## config.mk

```make
export PLATFORM = sky130hd
export DESIGN_NAME = xs3_serial_ctrl
export DESIGN_NICKNAME = d
export VERILOG_FILES = /design/src/rtl/xs3_serial_ctrl.sv
export SDC_FILE = /design/constraint.sdc
export NUM_CORES = 1
export LEC_CHECK = 0
export ABC_AREA = 0
export BUFFER_PORTS_ARGS = -buffer_cell sky130_fd_sc_hd__buf_2
export CORE_MARGIN = 10
export CORE_UTILIZATION = 40
export CTS_BUF_LIST = sky130_fd_sc_hd__clkbuf_8
export DETAILED_ROUTE_END_ITERATION = 10
export SETUP_SLACK_MARGIN = 0.5
export SYNTH_ARGS = -nofsm -noshare
export SYNTH_HDL_FRONTEND = slang
export SYNTH_SLANG_ARGS = --single-unit
```

## constraint.sdc

```tcl
create_clock -name CLK -period 3.5 [get_ports CLK]
set_input_delay 0.175 -clock CLK [delete_from_list [all_inputs] [get_ports CLK]]
set_output_delay 0.175 -clock CLK [all_outputs]
set_load 0.03 [all_outputs]
```

## src/rtl/xs3_serial_ctrl.sv

```systemverilog
// xs3_serial_ctrl: serial BCD -> Excess-3 converter controller.
// One BCD digit per frame arrives as 4 bits LSB-first under valid/ready. Each
// accepted bit is added to the matching bit of constant 3 (0011) through a
// one-bit ripple adder, and the result bit is emitted LSB-first. out_last marks
// bit 3. The final carry is dropped, so the result is digit + 3 mod 16.
// All state changes on the falling edge of CLK. ClrN is an asynchronous,
// active-low reset.
// Optional feature macro: XS3_BCD_CHECK_EN. When it is defined, the err port
// flags digits 10..15 on the out_last beat.
module xs3_serial_ctrl #(
    parameter int DIGIT_CNT_W = 8
) (
    input  logic                   CLK,
    input  logic                   ClrN,
    input  logic                   in_valid,
    input  logic                   in_bit,
    output logic                   in_ready,
    input  logic                   abort,
    output logic                   out_valid,
    output logic                   out_bit,
    output logic                   out_last,
    input  logic                   out_ready,
    output logic [DIGIT_CNT_W-1:0] digit_cnt
`ifdef XS3_BCD_CHECK_EN
    ,
    output logic                   err
`endif
);

    typedef enum logic [1:0] {
        BIT0 = 2'd0,
        BIT1 = 2'd1,
        BIT2 = 2'd2,
        BIT3 = 2'd3
    } bit_pos_t;

    // One ripple-adder step against constant 0011. Returns {carry_next, sum}.
    function automatic logic [1:0] xs3_step(input bit_pos_t pos, input logic b, input logic c);
        logic [1:0] res;
        case (pos)
            BIT0:    res = {b, ~b};
            BIT1:    res = {b | c, ~(b ^ c)};
            BIT2:    res = {b & c, b ^ c};
            BIT3:    res = {1'b0, b ^ c};
            default: res = {1'b0, 1'b0};
        endcase
        return res;
    endfunction

    bit_pos_t               state_r, state_s;
    logic                   carry_r, carry_s;
    logic                   out_valid_r, out_valid_s;
    logic                   out_bit_r, out_bit_s;
    logic                   out_last_r, out_last_s;
    logic [DIGIT_CNT_W-1:0] digit_cnt_r, digit_cnt_s;
    logic                   in_ready_s;
    logic                   in_xfer_s;
    logic                   out_xfer_s;
    logic [1:0]             step_s;
`ifdef XS3_BCD_CHECK_EN
    logic                   b1_seen_r, b1_seen_s;
    logic                   b2_or_r, b2_or_s;
    logic                   err_r, err_s;
`endif

    // Single-stage output register: a new bit can enter whenever the slot is empty or draining.
    assign in_ready_s = ClrN & (~out_valid_r | out_ready);

    // Next-state, adder and output-register logic. abort takes priority over both transfers.
    always_comb begin
        state_s     = state_r;
        carry_s     = carry_r;
        out_valid_s = out_valid_r;
        out_bit_s   = out_bit_r;
        out_last_s  = out_last_r;
        digit_cnt_s = digit_cnt_r;
`ifdef XS3_BCD_CHECK_EN
        b1_seen_s   = b1_seen_r;
        b2_or_s     = b2_or_r;
        err_s       = err_r;
`endif
        in_xfer_s   = in_valid & in_ready_s;
        out_xfer_s  = out_valid_r & out_ready;
        step_s      = xs3_step(state_r, in_bit, carry_r);

        if (abort) begin
            state_s     = BIT0;
            carry_s     = 1'b0;
            out_valid_s = 1'b0;
            out_bit_s   = 1'b0;
            out_last_s  = 1'b0;
`ifdef XS3_BCD_CHECK_EN
            b1_seen_s   = 1'b0;
            b2_or_s     = 1'b0;
            err_s       = 1'b0;
`endif
        end else if (in_xfer_s) begin
            carry_s     = step_s[1];
            out_bit_s   = step_s[0];
            out_valid_s = 1'b1;
            out_last_s  = (state_r == BIT3);
`ifdef XS3_BCD_CHECK_EN
            err_s       = (state_r == BIT3) & in_bit & b2_or_r;
`endif
            case (state_r)
                BIT0: begin
                    state_s = BIT1;
                end
                BIT1: begin
                    state_s = BIT2;
`ifdef XS3_BCD_CHECK_EN
                    b1_seen_s = in_bit;
`endif
                end
                BIT2: begin
                    state_s = BIT3;
`ifdef XS3_BCD_CHECK_EN
                    b2_or_s = b1_seen_r | in_bit;
`endif
                end
                BIT3: begin
                    state_s     = BIT0;
                    digit_cnt_s = digit_cnt_r + DIGIT_CNT_W'(1);
`ifdef XS3_BCD_CHECK_EN
                    b1_seen_s   = 1'b0;
                    b2_or_s     = 1'b0;
`endif
                end
                default: begin
                    state_s = BIT0;
                end
            endcase
        end else if (out_xfer_s) begin
            out_valid_s = 1'b0;
            out_last_s  = 1'b0;
`ifdef XS3_BCD_CHECK_EN
            err_s       = 1'b0;
`endif
        end else begin
            out_valid_s = out_valid_r;
        end
    end

    // Falling-edge state register with asynchronous active-low clear.
    always_ff @(negedge CLK or negedge ClrN) begin
        if (!ClrN) begin
            state_r     <= BIT0;
            carry_r     <= 1'b0;
            out_valid_r <= 1'b0;
            out_bit_r   <= 1'b0;
            out_last_r  <= 1'b0;
            digit_cnt_r <= {DIGIT_CNT_W{1'b0}};
`ifdef XS3_BCD_CHECK_EN
            b1_seen_r   <= 1'b0;
            b2_or_r     <= 1'b0;
            err_r       <= 1'b0;
`endif
        end else begin
            state_r     <= state_s;
            carry_r     <= carry_s;
            out_valid_r <= out_valid_s;
            out_bit_r   <= out_bit_s;
            out_last_r  <= out_last_s;
            digit_cnt_r <= digit_cnt_s;
`ifdef XS3_BCD_CHECK_EN
            b1_seen_r   <= b1_seen_s;
            b2_or_r     <= b2_or_s;
            err_r       <= err_s;
`endif
        end
    end

    assign in_ready  = in_ready_s;
    assign out_valid = out_valid_r;
    assign out_bit   = out_bit_r;
    assign out_last  = out_last_r;
    assign digit_cnt = digit_cnt_r;
`ifdef XS3_BCD_CHECK_EN
    assign err       = err_r;
`endif

endmodule

```

After elaboration in Yosys (flattened, before gate mapping)
Cells that the tools add are included.

Flip-flop bits (word level): 14. Input bits: 6. Output and inout port bits: 12. Word-level logic and storage cells: 38.

$add $sub $neg: 1. Equality and inequality tests: 3. Multiplexer cells: 13. Bitwise logic cells: 11. Reductions and logical operators: 4.

Operators with widths (count): 2-bit case mux with 4 select lines (2); 1-bit two-way mux (9); 8-bit by 1-bit adder with 8-bit output (second input constant) (1); 1-bit AND (4); 2-bit equality test (second input constant) (2); 2-bit two-way mux (2); 1-bit inverter (4); 3-bit AND reduction (1); 3-bit nonzero test (1); 2-bit by 1-bit equality test with 1-bit output (second input constant) (1); 2-bit zero test (1); 1-bit OR (2); 2-bit nonzero test (1); 1-bit bitwise XOR (1).

Logic depth before layout (Yosys ltp)
Gate-level depths: netlist (run 1).

Depth after elaboration: 6. Depth in mapped cells: 5. Gate-level depth less buffers: 5.

==> results.md, run 1 <==
- Slowest cell on the critical path: dfrtn_1
- Post-synthesis cell type count: 26
- CTS sink cnt: 14
- Fin. max-slew vios: 0
- Crit-path cells: nor2b_4 > and2b_1 > buf_6
- Delay-heaviest family, CP: flip-flops
- #FFs+latches synth: 14
- Synth top area share: 46.7%
- Leak: 0.495 nW
- Total CTS buffers: 3
- DRT antenna net count: 0
- Simple-gate share of the synthesized area: 18.5%
- DP HPWL: 1.18 mm
- Syn Inst Count: 66
- Top-count cell post-synth: dfrtn_1
- Port bufs: 17
- Final wirelength: 1.51 mm
- Detail-routed via count per cell: 4.66
- Die Area: 0.00400 mm^2
- Post-synthesis mux area share: 2.00%
- Ys flop type: dfrtn_1
- Final setup viols: 0
- Average cell area after synthesis: 11.4 um^2
- DP Area: 873 um^2
- Pwr dens: 386 mW/mm^2
- Post-synthesis xor/xnor area fraction: 8.18%
- Setup crit start kind: flip-flop
- RSZ-0062 raised after global routing: true
- Synth area leaders: dfrtn_1 47%, ha_1 12%, xnor2_1 7.0%, inv_1 3.0%, a32o_1 2.7%
- Hold buffers post-CTS: 0
- Slowest cell delay on critical path: 400 ps
- CP Max Fanout: 2
- Setup TNS: 0 ps
- Worst-skew pair later-pin latency: 260 ps
- Headroom to the max-slew limit: 76.9%
- Worst path bufs/invs: 1
- CP arrival: 2890 ps
- Post-Syn Nets: 79
- P&R area growth vs syn: 27.7%
- Vias in the first global route: 543
- Final #Nets: 105
- First-pass GRT wire length: 2.62 mm
- Overall Global Routing Usage: 8.26%
- Initial antenna violation count: 0
- FFs w/ async S/R, synth: 100%
- Worst Tran Pin Value: 345 ps
- Pre-antenna DRT Iters: 4
- Initial core utilization: 42.9%
- Core ar.: 0.00175 mm^2
- Leading cell types by count after synthesis: 14 x dfrtn_1, 7 x ha_1, 6 x inv_1, 6 x xnor2_1, 4 x nand2_1
- Clock Tree Buf Depth: 2
- Clk slew on worst S/H paths: 40 ps
- Initial DRC Count: 7
- Htree depth: 1
- CTS Root Cell: clkbuf_8
- Row count: 15
- Wire per inst: 13.0 um
- ANT cells: 0
- Register area share after synthesis: 46.7%
- GR Overflow Total: 0
- Largest net degree at the start of global routing: 16
- Crit Path Category: flip-flop to output port
- Share of layout cells above drive strength 1: 34.1%
- Warnings, synthesis: 0
- I/O pin count: 18
- Total number of vias: 541
- Post-Syn Area: 749 um^2
- Remaining DRCs: 0
- EDFF count, synth: 0
- Leading area contributor after synthesis: dfrtn_1
- CTS tree: built
- Routability congestion estimate: 0.783
- Compound-Gate Fraction of Synth Area: 9.85%
- Synth Area in Adders: 11.7%
- Largest family of logic cells by synthesized area: simple AND/OR/NAND/NOR gates
- Hold WC Path Type: flip-flop to flip-flop
- Status: completed
- Die W: 63.3 um
- Fin. Hold Viols: 0
- CP Capture Type: output port
- Fillers: 170
- Worst vdd ir: 0.312 mV
- Clock skew: 1.23 ps
- Final instance area: 957 um^2
- Die H: 63.3 um
- Max Cap Viol: 0
- Worst path required time: 3320 ps
[flip-flops by register name, indices dropped and copies added, names as in the netlist]
register / flops
state_r: 2
digit_cnt: 8
out_valid: 1
out_last: 1
out_bit: 1
carry_r: 1
[path summary, 6_finish.rpt]
path / startpoint / to / slack, ps / cells after the start
hold / removal: digit_cnt[7] / digit_cnt[7] / 410 / 1
setup / recovery: out_valid / in_ready / 440 / 3
max in group asynchronous: ClrN / out_valid / 1790 / 2
min in group asynchronous: ClrN / carry_r / 1510 / 2
hold reg to reg: digit_cnt[7] / digit_cnt[7] / 410 / 1
setup reg to reg: out_valid / digit_cnt[1] / 1860 / 6
[report_power, final]
group          total [mW]  leakage, nW  switching, mW  internal (mW)
Clock               0.156       0.0288         0.0560         0.0996
Combinational      0.0436        0.273         0.0261         0.0175
Sequential          0.170        0.193        0.00333          0.167
Total               0.370        0.495         0.0854          0.284
[stage by stage]
step / util (%) / std cells / worst slack [ps] / power (mW) / hold WS [ps]
final: 54.8 / 116 / 436 / 0.370 / 412
after detailed placement: 50.0 / 109 / 439 / 0.214 / 416
after floorplan: - / 66 / 439 / 0.198 / 452
after global placement: 50.0 / 109 / 457 / 0.213 / 410
after global routing: 54.8 / 116 / 400 / 0.393 / 456
after CTS: 54.4 / 115 / 413 / 0.376 / 420
[placed cells by master (no fill, tap or decap), drive strengths merged]
| master | count |
|---|---|
| a21oi | 2 |
| a22o | 2 |
| a32o | 2 |
| and2 | 1 |
| and2b | 1 |
| and3 | 1 |
| and4 | 1 |
| buf | 21 |
| clkbuf | 4 |
| dfrtn | 14 |
| ha | 7 |
| inv | 6 |
| mux2 | 1 |
| nand2 | 5 |
| nand3 | 3 |
| nand4 | 1 |
| nand4b | 1 |
| nor2 | 3 |
| nor2b | 1 |
| nor3 | 2 |
| nor3b | 1 |
| o21ai | 2 |
| o31ai | 2 |
| xnor2 | 6 |
| xor2 | 1 |
[cell type report]
class / count / area (um^2) / share of cell area [%]
tap: 25 / 31.3 / 3.27
sequential: 14 / 350 / 36.6
multi-input combinational: 46 / 377 / 39.3
timing repair buffer: 21 / 121 / 12.7
inverter: 6 / 22.5 / 2.35
clock buffer: 4 / 55.1 / 5.75
[cells by family after synthesis]
family | Yosys count
and+or+nand+nor | 21
DFF | 14
AOI/OAI and AO/OA | 10
xor gates and xnor gates | 7
adders and majority gates | 7
buffers and inverters | 6
muxes | 1
[worst register-to-register path, stage by stage, from the launching register on]
cell and delay, ps:
dfrtn_1 340, nor2b_4 130, buf_4 120, buf_4 150, nor3_4 330, nand2_2 120, mux2_4 300
[layer usage]
layer  part of all wire [%]  GRT usage, %  vias up
met5                      0             0        -
met4                      0          2.46        0
met1                     48          9.99      237
met2                     41          11.5       20
met3                     11          5.48        0
li1                       -             -      284
[repair_timing]
action | CTS | global route
endpoints found under the setup margin | 1 | 1
resized for setup | 2 | 0
buffers inserted | 2 | 1
No activity file was read; power rests on OpenSTA's default activity.
==> run 2: changes to the inputs <==
--- a/config.mk
+++ b/config.mk
@@ -7,10 +7,12 @@
 export LEC_CHECK = 0
 export ABC_AREA = 0
 export BUFFER_PORTS_ARGS = -buffer_cell sky130_fd_sc_hd__buf_2
-export CORE_MARGIN = 10
-export CORE_UTILIZATION = 40
+export CORE_AREA = 10 10 47 49
 export CTS_BUF_LIST = sky130_fd_sc_hd__clkbuf_8
 export DETAILED_ROUTE_END_ITERATION = 10
+export DIE_AREA = 0 0 57 59
+export PLACE_DENSITY = 0.83
+export RECOVER_POWER = 50
 export SETUP_SLACK_MARGIN = 0.5
 export SYNTH_ARGS = -nofsm -noshare
 export SYNTH_HDL_FRONTEND = slang
==> constraint.sdc (replaced) <==
create_clock -name CLK -period 3.7 [get_ports CLK]
set_input_delay 0.185 -clock CLK [delete_from_list [all_inputs] [get_ports CLK]]
set_output_delay 0.185 -clock CLK [all_outputs]
set_load 0.03 [all_outputs]
==> run 2 against run 1 <==
Effect of this change:
- cell count down 7.8%
- via count grew 9.1%
- clock-buffer cell count did not move
- sequential cell count did not move
- hold slack improved by 19 ps
- combinational power is 6.0% lower
- largest cell class unchanged
- largest power group unchanged
==> results.md, run 2 (synthesis results as in run 1) <==
- Routability congestion estimate: 0.775 (-1.0%)
- Pwr dens: 380 mW/mm^2 (-1.5%)
- Max Cap Viol: 0 (unchanged)
- Htree depth: 1 (unchanged)
- DP HPWL: 1.24 mm (+4.5%)
- Worst vdd ir: 0.316 mV (+1.4%)
- Hold buffers post-CTS: 0 (unchanged)
- RSZ-0062 raised after global routing: true
- CP Max Fanout: 2 (unchanged)
- CTS tree: built
- Initial antenna violation count: 0 (unchanged)
- Hold WC Path Type: flip-flop to flip-flop
- CTS Root Cell: clkbuf_8
- Crit Path Category: flip-flop to output port
- I/O pin count: 18 (unchanged)
- Total CTS buffers: 3 (unchanged)
- Largest net degree at the start of global routing: 16 (unchanged)
- Port bufs: 17 (unchanged)
- Status: completed
- First-pass GRT wire length: 2.82 mm (+7.6%)
- Setup TNS: 0 ps (unchanged)
- Worst r2r src: state_r[1]
- Detail-routed via count per cell: 5.51 (+18%)
- P&R area growth vs syn: 24.2%
- Core ar.: 0.00140 mm^2 (-20%)
- Slowest cell delay on critical path: 400 ps (about the same)
- Final #Nets: 105 (unchanged)
- Final wirelength: 1.66 mm (+9.9%)
- Die H: 59 um (-6.8%)
- Post-route setup slack: 521 ps (+85.1 ps)
- Fin. max-slew vios: 0 (unchanged)
- Slowest cell on the critical path: dfrtn_1
- DRT antenna net count: 0 (unchanged)
- Worst Tran Pin Value: 772 ps (+427 ps)
- GR Overflow Total: 0 (unchanged)
- Worst-skew pair later-pin latency: 270 ps (about the same)
- Overall Global Routing Usage: 10.5% (+2.3 points)
- R2R depth: 5 (-1)
- Wire per inst: 15.5 um (+19%)
- Clock Tree Buf Depth: 2 (unchanged)
- CP Capture Point: in_ready
- CP arrival: 2990 ps (+100 ps)
- Setup crit start kind: flip-flop
- Initial core utilization: 53.5% (+11 points)
- Vias in the first global route: 641 (+18%)
- Share of layout cells above drive strength 1: 28.6% (-5.5 points)
- DP Area: 862 um^2 (-1.3%)
- Headroom to the max-slew limit: 48.5% (-28 points)
- Worst path bufs/invs: 1 (unchanged)
- FF-to-FF setup slack: 2010 ps (+150 ps)
- Row count: 14 (-1)
- Die Area: 0.00336 mm^2 (-16%)
- Max reg flops: 8 (unchanged)
- Pre-antenna DRT Iters: 4 (unchanged)
- Setup WS pre-CTS: 525 ps (+86.0 ps)
- Die W: 57 um (-9.9%)
- CP Depth: 3 (unchanged)
- Final setup viols: 0 (unchanged)
- RR Endpoint: digit_cnt[7]
- Final instance area: 931 um^2 (-2.7%)
- Leak: 0.480 nW (-3.0%)
- Worst path required time: 3510 ps (+190 ps)
- ANT cells: 0 (unchanged)
- Crit-path cells: nor2b_4 > and2b_1 > buf_6
- Most frequent cells in the layout: 14 x dfrtn_1, 14 x buf_2, 7 x ha_1
- Remaining DRCs: 0 (unchanged)
- Initial DRC Count: 5 (-2)
- CTS sink cnt: 14 (unchanged)
- Clk slew on worst S/H paths: 40 ps (about the same)
- Clock skew: 4.36 ps (+3.12 ps)
- Delay-heaviest family, CP: flip-flops
- CP Capture Type: output port
- Fin. Hold Viols: 0 (unchanged)
- Critical Path Start: out_valid
- Pwr Total: 0.354 mW (-4.2%)
- Total number of vias: 590 (+9.1%)
==> run 2: changes by cell type in the layout (fill, tap and decap cells not counted), sizes merged <==
| cell | before | now |
|---|---|---|
| buf | 21 | 17 |
| clkbuf | 4 | 8 |
==> run 2: how the worst min path moves through the flow <==
| stage | startpoint | end | slack, ps | cells past startpoint |
|---|---|---|---|---|
| 6_report | digit_cnt[5] | digit_cnt[5] | 430 | 1 |
| 5_1_grt | digit_cnt[7] | digit_cnt[7] | 450 | 1 |
| 4_1_cts | digit_cnt[5] | digit_cnt[5] | 440 | 1 |
| 3_5_place_dp | digit_cnt[5] | digit_cnt[5] | 440 | 1 |
| 3_3_place_gp | digit_cnt[7] | digit_cnt[7] | 410 | 1 |
| 2_1_floorplan | carry_r | carry_r | 450 | 1 |
==> run 2: cell type report <==
| cell class | count | area (um^2) |
|---|---|---|
| clock buffer | 4 | 55.1 |
| fill | 109 | 470 |
| inverter | 6 | 22.5 |
| multi-input combinational | 46 | 372 |
| sequential | 14 | 350 |
| tap | 16 | 20.0 |
| timing repair buffer | 21 | 111 |
==> run 2: power breakdown <==
part | total (mW) | internal, mW | switching, mW
Combinational | 0.0410 | 0.0157 | 0.0253
Sequential | 0.161 | 0.158 | 0.00304
Clock | 0.152 | 0.0945 | 0.0574
Total | 0.354 | 0.268 | 0.0858
==> run 2: timing repair <==
| action | CTS | global route |
|---|---|---|
| cloned | 0 | 0 |
| resized for setup | 0 | 3 |
| endpoints found under the hold margin | 0 | 0 |
| buffers inserted | 2 | 1 |
| endpoints found under the setup margin | 1 | 1 |
==> run 2: routing by layer <==
| layer | up-vias | part of all wire (%) | global-route usage [%] | wire length, um |
|---|---|---|---|---|
| met2 | 15 | 47 | 15.8 | 776 |
| li1 | 280 | - | - | - |
| met1 | 290 | 43 | 11.2 | 716 |
| met5 | - | 0 | 0 | 0 |
| met3 | 5 | 7.5 | 5.15 | 124 |
| met4 | 0 | 2.6 | 7.72 | 44 |
==> run 2: metrics by stage <==
step	utilization (%)	instances	hold WS (ps)
2_1_floorplan	-	66	452
3_3_place_gp	61.5	100	407
3_5_place_dp	61.5	100	436
4_1_cts	66.5	106	436
5_1_grt	66.4	107	451
6_report	66.4	107	431
